<file path="src/rtl/uart_transmitter.sv">
// UART 8N1 transmitter paced by a shared oversampling tick, with a one-byte
// holding buffer so consecutive frames run back to back without an idle bit.
module uart_transmitter #(
    parameter int unsigned BYTE_WIDTH = 8,
    parameter int unsigned OVERSAMPLE = 16
) (
    input  logic                  clk,
    input  logic                  arst_n,
    input  logic                  tick,
    input  logic                  tx_valid,
    input  logic [BYTE_WIDTH-1:0] data_in,
    output logic                  tx_ready,
    output logic                  tx,
    output logic                  tx_busy,
    output logic                  tx_done
);

    localparam int unsigned TickW = $clog2(OVERSAMPLE);
    localparam int unsigned BitW  = $clog2(BYTE_WIDTH) + 1;

    localparam logic [TickW-1:0] TickLast = TickW'(OVERSAMPLE - 1);
    localparam logic [BitW-1:0]  BitLast  = BitW'(BYTE_WIDTH - 1);

    typedef enum logic [1:0] {
        StIdle,
        StStart,
        StData,
        StStop
    } state_e;

    state_e                state_q, state_d;
    logic [TickW-1:0]      tick_cnt_q, tick_cnt_d;
    logic [BitW-1:0]       bit_cnt_q, bit_cnt_d;
    logic [BYTE_WIDTH-1:0] shift_q, shift_d;
    logic [BYTE_WIDTH-1:0] buf_q, buf_d;
    logic                  buf_full_q, buf_full_d;
    logic                  tx_q, tx_d;
    logic                  tx_done_q, tx_done_d;

    logic bit_end;
    logic accept;

    assign bit_end = tick && (tick_cnt_q == TickLast);
    // Readiness comes from the registered buffer flag only: no same-cycle fall-through.
    assign accept  = tx_valid && !buf_full_q;

    // Next-state, counter, shifter and holding-buffer logic.
    always_comb begin
        state_d    = state_q;
        tick_cnt_d = tick_cnt_q;
        bit_cnt_d  = bit_cnt_q;
        shift_d    = shift_q;
        buf_d      = buf_q;
        buf_full_d = buf_full_q;
        tx_done_d  = 1'b0;

        unique case (state_q)
            StIdle: begin
                // Start immediately; the start bit is timed from this load.
                if (buf_full_q) begin
                    shift_d    = buf_q;
                    buf_full_d = 1'b0;
                    tick_cnt_d = '0;
                    state_d    = StStart;
                end
            end
            StStart: begin
                if (bit_end) begin
                    tick_cnt_d = '0;
                    bit_cnt_d  = '0;
                    state_d    = StData;
                end else if (tick) begin
                    tick_cnt_d = tick_cnt_q + 1'b1;
                end
            end
            StData: begin
                if (bit_end) begin
                    tick_cnt_d = '0;
                    shift_d    = shift_q >> 1;
                    if (bit_cnt_q == BitLast) begin
                        state_d = StStop;
                    end else begin
                        bit_cnt_d = bit_cnt_q + 1'b1;
                    end
                end else if (tick) begin
                    tick_cnt_d = tick_cnt_q + 1'b1;
                end
            end
            StStop: begin
                if (bit_end) begin
                    tick_cnt_d = '0;
                    tx_done_d  = 1'b1;
                    // Chain straight into the next start bit when a byte is waiting.
                    if (buf_full_q) begin
                        shift_d    = buf_q;
                        buf_full_d = 1'b0;
                        state_d    = StStart;
                    end else begin
                        state_d = StIdle;
                    end
                end else if (tick) begin
                    tick_cnt_d = tick_cnt_q + 1'b1;
                end
            end
            default: state_d = StIdle;
        endcase

        // Unload needs a full buffer and accept needs an empty one, so they never collide.
        if (accept) begin
            buf_d      = data_in;
            buf_full_d = 1'b1;
        end
    end

    // Line level for the next cycle, derived from the next state so tx comes from a flop.
    always_comb begin
        tx_d = 1'b1;
        case (state_d)
            StStart: tx_d = 1'b0;
            StData:  tx_d = shift_d[0];
            default: tx_d = 1'b1;
        endcase
    end

    // State registers; reset aborts any frame and drops the buffered byte.
    always_ff @(posedge clk or negedge arst_n) begin
        if (!arst_n) begin
            state_q    <= StIdle;
            tick_cnt_q <= '0;
            bit_cnt_q  <= '0;
            shift_q    <= '0;
            buf_q      <= '0;
            buf_full_q <= 1'b0;
            tx_q       <= 1'b1;
            tx_done_q  <= 1'b0;
        end else begin
            state_q    <= state_d;
            tick_cnt_q <= tick_cnt_d;
            bit_cnt_q  <= bit_cnt_d;
            shift_q    <= shift_d;
            buf_q      <= buf_d;
            buf_full_q <= buf_full_d;
            tx_q       <= tx_d;
            tx_done_q  <= tx_done_d;
        end
    end

    assign tx       = tx_q;
    assign tx_done  = tx_done_q;
    assign tx_ready = !buf_full_q;
    assign tx_busy  = (state_q != StIdle);

endmodule

</file>
<file path="config.mk">
export PLATFORM = sky130hd
export DESIGN_NAME = uart_transmitter
export DESIGN_NICKNAME = d
export VERILOG_FILES = /design/src/rtl/uart_transmitter.sv
export SDC_FILE = /design/constraint.sdc
export NUM_CORES = 1
export LEC_CHECK = 0
export ABC_AREA = 0
export CAP_MARGIN = 20
export CORE_MARGIN = 2
export CORE_UTILIZATION = 50
export CTS_CLUSTER_DIAMETER = 120
export CTS_CLUSTER_SIZE = 24
export DETAILED_ROUTE_END_ITERATION = 12
export PLACE_DENSITY = 0.78
export SYNTH_ARGS = -nofsm -noshare
export SYNTH_HDL_FRONTEND = slang
export SYNTH_SLANG_ARGS = --single-unit
</file>
<file path="constraint.sdc">
create_clock -name clk -period 2.3 [get_ports clk]
set_clock_uncertainty 0.1 [all_clocks]
set_input_delay 0.69 -clock clk [delete_from_list [all_inputs] [get_ports clk]]
set_output_delay 0.69 -clock clk [all_outputs]
set_load 0.02 [all_outputs]
</file>
Yosys cells after proc, flatten, opt, wreduce, memory -nomap -nowiden. Index checks and enable logic that the tools add are counted.

Register bits: 29. Input port bits: 12. Output and inout port bits: 4. Word-level logic and storage cells: 63.

Add/subtract/negate cells: 2. Eq/ne operators: 14. Mux-type cells: 25. Reduce and logical (&&, ||, !) cells: 13.

Operator list (count): $mux 4 (6); $mux 8 (3); $pmux 8 s3 (1); $pmux 4 s2 (2); $mux 2 (5); $ne 2x2->1 const B (5); $add 4x1->4 const B (2); $pmux 2 s4 (1); $eq 2x2->1 const B (3); $reduce_bool 3->1 (2); $mux 1 (5); $eq 2x1->1 const B (2); $eq 4x3->1 const B (1); $eq 4x4->1 const B (1); $pmux 1 s2 (2); $reduce_and 2->1 (2); $reduce_and 4->1 (1); $reduce_bool 2->1 (2); $ne 3x1->1 const B (1); $ne 3x3->1 const B (1); $reduce_and 3->1 (1); $reduce_or 3->1 (1); $logic_and 1x1->1 (2); $logic_not 2->1 (1); $logic_not 1->1 (1).

Depth between registers and ports, before layout.
Depth in word-level cells: 6. Mapped depth: 6. Gate-level depth less buffers: 5.

Worst setup path after synthesis. Ideal clock, no wire load.

Path type: input to register. Start point: input port tick. End point: register bit_cnt_q[3]. Setup time: 0.069 ns. Data arrival time: 1.587 ns. Data required time: 2.131 ns. Path slack: 0.544 ns. Stages: 5. Path buffers: 1. Cell sequence: and4_1 buf_6 nand2_4 or4_1 nand3_1.

Cells in the longest elaborated chain, start to end: 3. Elaborated cells between the ends (all ways): 4. Classes of those cells: eq/ne: 2; reduce/logical: 2.

Ends and longest elaborated chain: start: declaration (line 9) `input logic tick,`; $logic_and 1x1->1 * (line 43) `assign bit_end = tick && (tick_cnt_q == TickLast);`; $ne 2x2->1 (no source line); $reduce_and 4->1 (no source line) *; end signal: assignment (line 139) `bit_cnt_q <= bit_cnt_d;`; end: declaration (line 33) `logic [BitW-1:0] bit_cnt_q, bit_cnt_d;`.

Mark *: on every way between the ends. The rest lies on a longest branch, timed or not. A chain may end at the register's enable or synchronous reset.

Final worst setup path.
Start point: register tx_q, in the netlist tx. End point: output port tx.

RTL lines: start: declaration (line 37) `logic tx_q, tx_d;`; start signal: assignment (line 143) `tx_q <= tx_d;`; end: declaration (line 13) `output logic tx,`.

No word-level cell between the ends.

==> results.sh <==
export IMPL_rows=20
export IMPL_status="finished clean"
export IMPL_yosys_warnings=0
export IMPL_drv_slew=0
export IMPL_fmax_mhz=448
export IMPL_top_level_ports=16
export IMPL_die_area_um2=3500
export IMPL_cts_buffers=5
export IMPL_syn_inst=153
export IMPL_start_util_pct=51.1
export IMPL_clkSinkCount=29
export IMPL_preCtsSetupSlack_ns=-0.0511
export IMPL_cts_htree_levels=2
export IMPL_ys_flop_type="dfrtp_1"
export IMPL_post_route_util_pct=62.4
export IMPL_synthDistinctLibCells=40
export IMPL_antenna_found_initial=0
export IMPL_multi_input_area_um2=738
export IMPL_grt_max_degree=30
export IMPL_grt_overflow=0
export IMPL_critical_path_buf_inv_count=1
export IMPL_dp_hpwl_mm=2.26
export IMPL_final_area_um2=1860
export IMPL_critPathMaxStageDelay_ns=0.59
export IMPL_slew_headroom_pct=70.1
export IMPL_nFillCells=258
export IMPL_synthArstFlopShare_pct=100
export IMPL_maxCapViolations=0
export IMPL_ys_ff_latch=29
export IMPL_fin_setup_tns_ns=0
export IMPL_drt_first_pass_iters=4
export IMPL_grt_pass1_wl_mm=5.70
export IMPL_core_um2=2980
export IMPL_arrival_ns=1.44
export IMPL_cts_tree="built"
export IMPL_rsz0062_at_grt="no"
export IMPL_worstMarginPinSlew_ns=0.449
export IMPL_via_per_inst=6.07
export IMPL_crit_slowest_cell="clkdlybuf4s50_1"
export IMPL_cp_start_kind="register"
export IMPL_finalCriticalPeriod_ns=2.23
export IMPL_drt_iter0_drc=40
export IMPL_portBuffers=15
export IMPL_instances_no_fill=214
export IMPL_dpl_cell_area_um2=1770
export IMPL_root_buffer="clkbuf_4"
export IMPL_drt_wl_total_mm=3.22
export IMPL_globalRouteTotalUtil_pct=21.9
export IMPL_setup_viol=0
export IMPL_final_antenna_net_count=0
export IMPL_cp_max_fo=1
export IMPL_synth_top_cell_by_area="dfrtp_1"
export IMPL_synthMostInstantiatedCell="dfrtp_1"
export IMPL_fin_nets=194
export IMPL_synth_edf_count=0
export IMPL_layout_drive_gt1_share_pct=17.1
export IMPL_synth_area_leaders="dfrtp_1 (46%), mux2_2 (5.9%), nor2b_1 (4.5%), a21oi_1 (3.9%), a21o_1 (3.5%)"
export IMPL_n_antenna_cell=0
export IMPL_crit_required_ns=1.51
export IMPL_path_clk_slew_ns=0.09
export IMPL_p_leak_nw=0.799
export IMPL_setup_ws_ns=0.0685
export IMPL_finalCritPeriodShare_pct=97.0
export IMPL_wl_per_cell_um=15.0
export IMPL_clock_latency_ns=0.33
export IMPL_drc=0
export IMPL_gp_congestion=0.774
export IMPL_cp_top_family="buffers and inverters"
export IMPL_die_x_um=59.2
export IMPL_area_sequential_um2=727
export IMPL_die_y_um=59.2
export IMPL_hold_path_class="register to register"
export IMPL_synth_area_per_cell_um2=9.94
export IMPL_cp_cell_sequence="clkdlybuf4s50_1"
export IMPL_synthTopCellsByCount="dfrtp_1 (28), nand2_1 (13), a21oi_1 (12)"
export IMPL_vias=1300
export IMPL_synth_area_um2=1520
export IMPL_syn_nets=167
export IMPL_yosys_area_top_type_share_pct=46.1
export IMPL_power_density_nw_per_um2=1130
export IMPL_max_vdd_ir_drop_v=0.000680
export IMPL_cts_buffer_depth=2
export IMPL_area_growth_pct=22.0
export IMPL_critical_path_class="register to output port"
export IMPL_cp_end_kind="output port"
export IMPL_synth_seq_area_share_pct=47.8
export IMPL_first_global_vias=1364
export IMPL_dpl_cell_count=206
export IMPL_post_cts_buffers=0
export IMPL_finalHoldViolations=0
routing by layer:
metal  global-route usage (%)  share of wire, %  routed length [µm]  up-vias
met3                     5.02               5.3                 169       13
met4                     13.6               2.4                  76        0
met5                        0                 0                   0        -
met1                     26.1                43                1370      632
li1                         -                 -                   -      617
met2                     35.7                50                1600       38
cell type report:
type | instances | area share, %
Clock buffer | 7 | 2.96
Clock inverter | 1 | 1.62
Inverter | 3 | 0.606
Multi-Input combinational cell | 112 | 39.8
Sequential cell | 29 | 39.2
Tap cell | 33 | 2.22
Timing Repair Buffer | 29 | 13.7
worst paths after layout:
path	slack [ns]	endpoint	cells past startpoint	startpoint
max	0.07	tx	1	tx
min	0.38	shift_q[5]	1	shift_q[5]
max reg2reg	0.55	bit_cnt_q[3]	5	tick_cnt_q[0]
min reg2reg	0.38	shift_q[5]	1	shift_q[5]
max in group asynchronous	1.15	tx	2	arst_n
min in group asynchronous	0.64	tick_cnt_q[2]	2	arst_n
cell usage in the layout (no fill, tap or decap), types with 3 or more instances in the layout:
| cell | Yosys | final |
|---|---|---|
| nor3_1 | 3 | 3 |
| o21ai_0 | 7 | 7 |
| a211oi_1 | 4 | 4 |
| nor2_1 | 7 | 7 |
| o22ai_1 | 5 | 5 |
| dfrtp_1 | 28 | 28 |
| clkdlybuf4s50_1 | 0 | 14 |
| nand2_1 | 13 | 13 |
| mux2_2 | 8 | 8 |
| mux2i_1 | 3 | 3 |
| a22oi_1 | 3 | 3 |
| clkbuf_4 | 0 | 5 |
| nor2b_1 | 11 | 11 |
| a21o_1 | 7 | 7 |
| buf_4 | 0 | 14 |
| a21oi_1 | 12 | 12 |
| inv_1 | 3 | 3 |
cells by family (layout without fill, tap and decap cells):
kind of cell | after synthesis | after routing | synth area share, %
mux | 11 | 11 | 7.90
fa+ha+maj | 2 | 2 | 1.64
simple gates | 49 | 49 | 17.2
flops | 29 | 29 | 47.8
compound gates | 49 | 49 | 21.2
xor+xnor | 1 | 1 | 0.576
buf+inv | 12 | 40 | 3.70
repair_timing:
item	in CTS	in global routing
hold buffers	0	0
setup endpoints to repair	1	0
gates resized for setup	1	0
sequential cells by signal, indices dropped and copies added (netlist names):
name and cells:
buf_q 8, shift_q 8, bit_cnt_q 4, tick_cnt_q 4, state_q 2, buf_full_q 1
tx 1, tx_done 1
where the power goes:
| part | leakage (nW) | total, W | internal [W] | switching, W |
|---|---|---|---|---|
| Combinational | 0.404 | 0.000801 | 0.000394 | 0.000407 |
| Clock | 0.0455 | 0.000439 | 0.000259 | 0.000180 |
| Sequential | 0.350 | 0.000859 | 0.000714 | 0.000145 |
stage by stage:
step / total power, W / hold WS (ns)
final: 0.00210 / 0.377
after global routing: 0.00226 / 0.415
after CTS: 0.00211 / 0.381
after detailed placement: 0.00168 / 0.359
after global placement: 0.00163 / 0.352
after floorplan: 0.00142 / 0.294
(Power assumes the default switching activity.)
==> RTL edit 1: new RTL, config.mk and constraints unchanged <==
Register the output `tx` once more; this adds one clock of latency there. The other outputs are not delayed to match. Comments in the files are not updated.
--- a/src/rtl/uart_transmitter.sv
+++ b/src/rtl/uart_transmitter.sv
@@ -147,3 +147,5 @@
 
-    assign tx       = tx_q;
+    always_ff @(posedge clk) begin
+        tx <= tx_q;
+    end
     assign tx_done  = tx_done_q;
Formal check against the unedited RTL: not equivalent (a bounded check fails within 4 cycles, from zero or initial values and one cycle with arst_n low).
==> RTL edit 1 against the original RTL <==
  * Sequential cell count increased by 1
  * Synthesized cell count increased by 5.9%
  * Wire length decreased by 1.4%
  * Area after synthesis increased by 3.3%
  * Die area increased by 3.1%
  * Setup slack improved by 0.14 ns
  * Design area increased by 0.67%
  * Total power increased by 0.78%
  * Critical endpoint is now tx_busy
  * Largest power group unchanged
  * Highest routed layer unchanged
==> RTL edit 1: results (changes against the original RTL) <==
met2 Usage GRT 32.92% (was 35.71%); # diodes 0 (unchanged); met1 Usage GRT 27.75% (was 26.06%); Async S/R FF share, synth 96.67% (was 100.0%); dpl hpwl 2.235 mm (was 2.258 mm); postcts setup bufs 0 (unchanged); synth top area cells dfrtp_1 45%, mux2_2 7.2%, a21oi_1 4.5% (was dfrtp_1 46%, mux2_2 5.9%, nor2b_1 4.5%); Syn Area/Cell 9.701 sq um (was 9.944 sq um); slew margin rel. 63.46% (was 70.09%); GRT Util Overall 21.40% (was 21.90%); Unique masters post-synth 42 (was 40); Lkg Pwr 0.8083 nW (was 0.7995 nW); global-route wire length before repair 5.692 mm (was 5.699 mm); synth cell count leaders 28 x dfrtp_1, 16 x nand2_1, 14 x a21oi_1 (was 28 x dfrtp_1, 13 x nand2_1, 12 x a21oi_1); vias in the first global route 1287 (was 1364); non-filler cells, final 227 (was 214); largest registers buf_q: 8 flops, shift_q: 8 flops (unchanged); grt met3 use 4.978% (was 5.022%); VDD IR max 0.5121 mV (was 0.6803 mV); Met3 Routed Length 123 microns (was 169 microns); Root Buffer clkbuf_4 (unchanged); GPL Wtd Cong 0.7972 (was 0.7741); arrival time of the worst setup path 1.30 ns (was 1.44 ns); Final nets 196 (was 194); wire length per cell 13.98 microns (was 15.03 microns); share of layout cells above drive strength 1 16.39% (was 17.13%); met2 wire len 1.571 mm (was 1.599 mm); sequential share of the synthesized area 47.53% (was 47.78%); status completed (unchanged); Top Metal Used met4 (unchanged); final setup fails 0 (unchanged); post-placement cell area 1789 sq um (was 1773 sq um); WL met1 1.398 mm (was 1.372 mm); cell count after placement 219 (was 206); Sw Share 35.78% (was 34.85%); Vias per Instance 5.784 (was 6.075); Post-Syn Nets 176 (was 167); initial drt markers 69 (was 40); CP max FO 5 (was 1)
==> RTL edit 1: worst paths after layout <==
kind                                      end           from  slack (ns)  cells after the start
worst max register to register     shift_q[5]  tick_cnt_q[0]        0.48                      6
worst max-delay path                  tx_busy     state_q[1]        0.21                      3
max in group asynchronous                tx_q         arst_n        1.13                      2
worst min register to register             tx           tx_q        0.30                      0
min in group asynchronous       tick_cnt_q[2]         arst_n        0.64                      2
worst min-delay path                       tx           tx_q        0.30                      0
==> RTL edit 1: per-stage QoR <==
stage	setup WS, ns	total power, mW
finish	0.2127	2.116
global route	0.1209	2.296
CTS	0.01109	2.137
detailed placement	-0.002599	1.755
global placement	0.04261	1.701
floorplan	0.4242	1.522
==> RTL edit 1: cell families after synthesis <==
group	after synthesis	share of synthesized area [%]
AO/OA/AOI/OAI	51	20.78
XOR/XNOR	1	0.5574
adder cells (fa/ha/maj)	2	1.592
buffers and inverters	14	4.458
multiplexers	10	7.166
flip-flops	30	47.53
AND/OR/NAND/NOR	54	17.92
==> RTL edit 1: power groups by stage <==
| stage | Sequential, mW | Combinational, mW | Clock, mW |
|---|---|---|---|
| final | 0.892 | 0.842 | 0.382 |
| after global routing | 0.926 | 0.950 | 0.419 |
| after CTS | 0.891 | 0.849 | 0.397 |
| after detailed placement | 0.903 | 0.852 | 0 |
| after global placement | 0.887 | 0.814 | 0 |
| after floorplan | 0.864 | 0.659 | 0 |
==> RTL edit 1: area by class of cell <==
type	instances	area, sq um
Tap cell	44	55.05
Fill cell	256	1159
Sequential cell	30	747.0
Clock buffer	8	78.83
Inverter	2	7.507
Multi-Input combinational cell	118	754.5
Timing Repair Buffer	25	226.5
==> RTL edit 1: worst max-delay path: stages, from the launching register on <==
cell           delay (ns)
dfrtp_1              0.39
nor2_1               0.14
inv_1                0.11
dlygate4sd2_1        0.33
==> RTL edit 2: new RTL, same settings <==
Without the edit above. Set the parameter `OVERSAMPLE` to 8 (it was 16).
--- a/src/rtl/uart_transmitter.sv
+++ b/src/rtl/uart_transmitter.sv
@@ -4,3 +4,3 @@
     parameter int unsigned BYTE_WIDTH = 8,
-    parameter int unsigned OVERSAMPLE = 16
+    parameter int unsigned OVERSAMPLE = 8
 ) (
Check against the original RTL: same outputs for any inputs over 10 cycles, from zero or initial values and one cycle with arst_n low; that may be too few to reach the edited logic, so the function may still have changed.
==> RTL edit 2 against the original RTL <==
  * Design area decreased by 12%
  * Wire length decreased by 20%
  * Fmax decreased by 0.33%
  * Sequential cell count decreased by 1
  * First-iteration DRC count decreased by 18%
  * Area after synthesis decreased by 8.8%
  * Via count decreased by 21%
  * Setup slack got worse by 0.0073 ns
  * Total power decreased by 13%
  * Core utilization decreased by 1.8 points
  * Highest routed layer unchanged
==> RTL edit 2: results (changes against the original RTL) <==
status completed (unchanged); Unique masters post-synth 39 (was 40); Worst-Margin Slew 0.3502 ns (was 0.4486 ns); post-placement cell area 1597 sq um (was 1773 sq um); slowest cell on the critical path clkdlybuf4s50_1 (unchanged); dpl hpwl 1.885 mm (was 2.258 mm); largest registers buf_q: 8 flops, shift_q: 8 flops, bit_cnt_q: 4 flops (was buf_q: 8 flops, shift_q: 8 flops); GRT Util Overall 17.74% (was 21.90%); Final nets 157 (was 194); sequential share of the synthesized area 50.59% (was 47.78%); share of layout cells above drive strength 1 17.73% (was 17.13%); # diodes 0 (unchanged); Syn Area/Cell 11.47 sq um (was 9.944 sq um); # H-tree levels 1 (was 2); initial drt markers 33 (was 40); Lkg Pwr 0.6841 nW (was 0.7995 nW); largest net degree at the start of global routing 29 (was 30); Comb pwr share 42.0% (was 38.2%); vias in the first global route 1019 (was 1364); min-delay src buf_q[3] (was shift_q[5]); met2 wire len 1.309 mm (was 1.599 mm); grt met3 use 2.535% (was 5.022%); global-route wire length before repair 4.478 mm (was 5.699 mm); CTS Buf Count 3 (was 5); CORE AREA 2686 sq um (was 2978 sq um); P per Cell Area 1120 nW/um^2 (was 1131 nW/um^2); R2R setup slack 0.37 ns (was 0.55 ns); Hold Path Sink buf_q[3] (was shift_q[5]); GPL Wtd Cong 0.7594 (was 0.7741); register clock-pin slew on the reported worst setup and hold paths 0.15 ns (was 0.09 ns); met1 Usage GRT 22.35% (was 26.06%); #FFs+latches synth 28 (was 29); FMAX 446.7 MHz (was 448.1 MHz); Met3 Routed Length 86 microns (was 169 microns); WL met1 1.135 mm (was 1.372 mm); Top Metal Used met4 (unchanged); Fin Hold WS 0.4106 ns (was 0.3765 ns); Detailed Route WL 2.566 mm (was 3.217 mm); Reg power frac 46.5% (was 40.9%); pre-CTS WS 0.04789 ns (was -0.05110 ns); R2R Path End shift_q[5] (was bit_cnt_q[3]); met2 Usage GRT 30.73% (was 35.71%); Post-Syn Nets 136 (was 167); Sw Share 35.69% (was 34.85%)
[RTL edit 2: cell types whose count changed in the layout (fill, tap and decap cells not counted), sizes merged, moves of 5 or more]
cell and delta:
buf -6, nor2b -7, a21oi -8, nand2 -9, a221o +7, a21o -7, nor2 -6, o22ai -5
and2 +6
[RTL edit 2: kinds of logic (layout without fill, tap and decap cells)]
| kind of cell | count (synthesis) | after routing | share of synthesized area, % |
|---|---|---|---|
| buf+inv | 12 | 32 | 4.238 |
| fa+ha+maj | 3 | 3 | 2.705 |
| mux | 8 | 8 | 6.492 |
| xor+xnor | 2 | 2 | 1.263 |
| simple gates | 36 | 36 | 15.96 |
| flops | 28 | 28 | 50.59 |
| compound gates | 32 | 32 | 18.76 |
[RTL edit 2: layout make-up]
cell class | count | area (sq um)
clock buffer | 4 | 26.28
fill | 221 | 1061
inverter | 5 | 18.77
multi-input combinational | 81 | 626.9
sequential | 28 | 701.9
tap | 31 | 38.79
timing repair buffer | 23 | 212.7
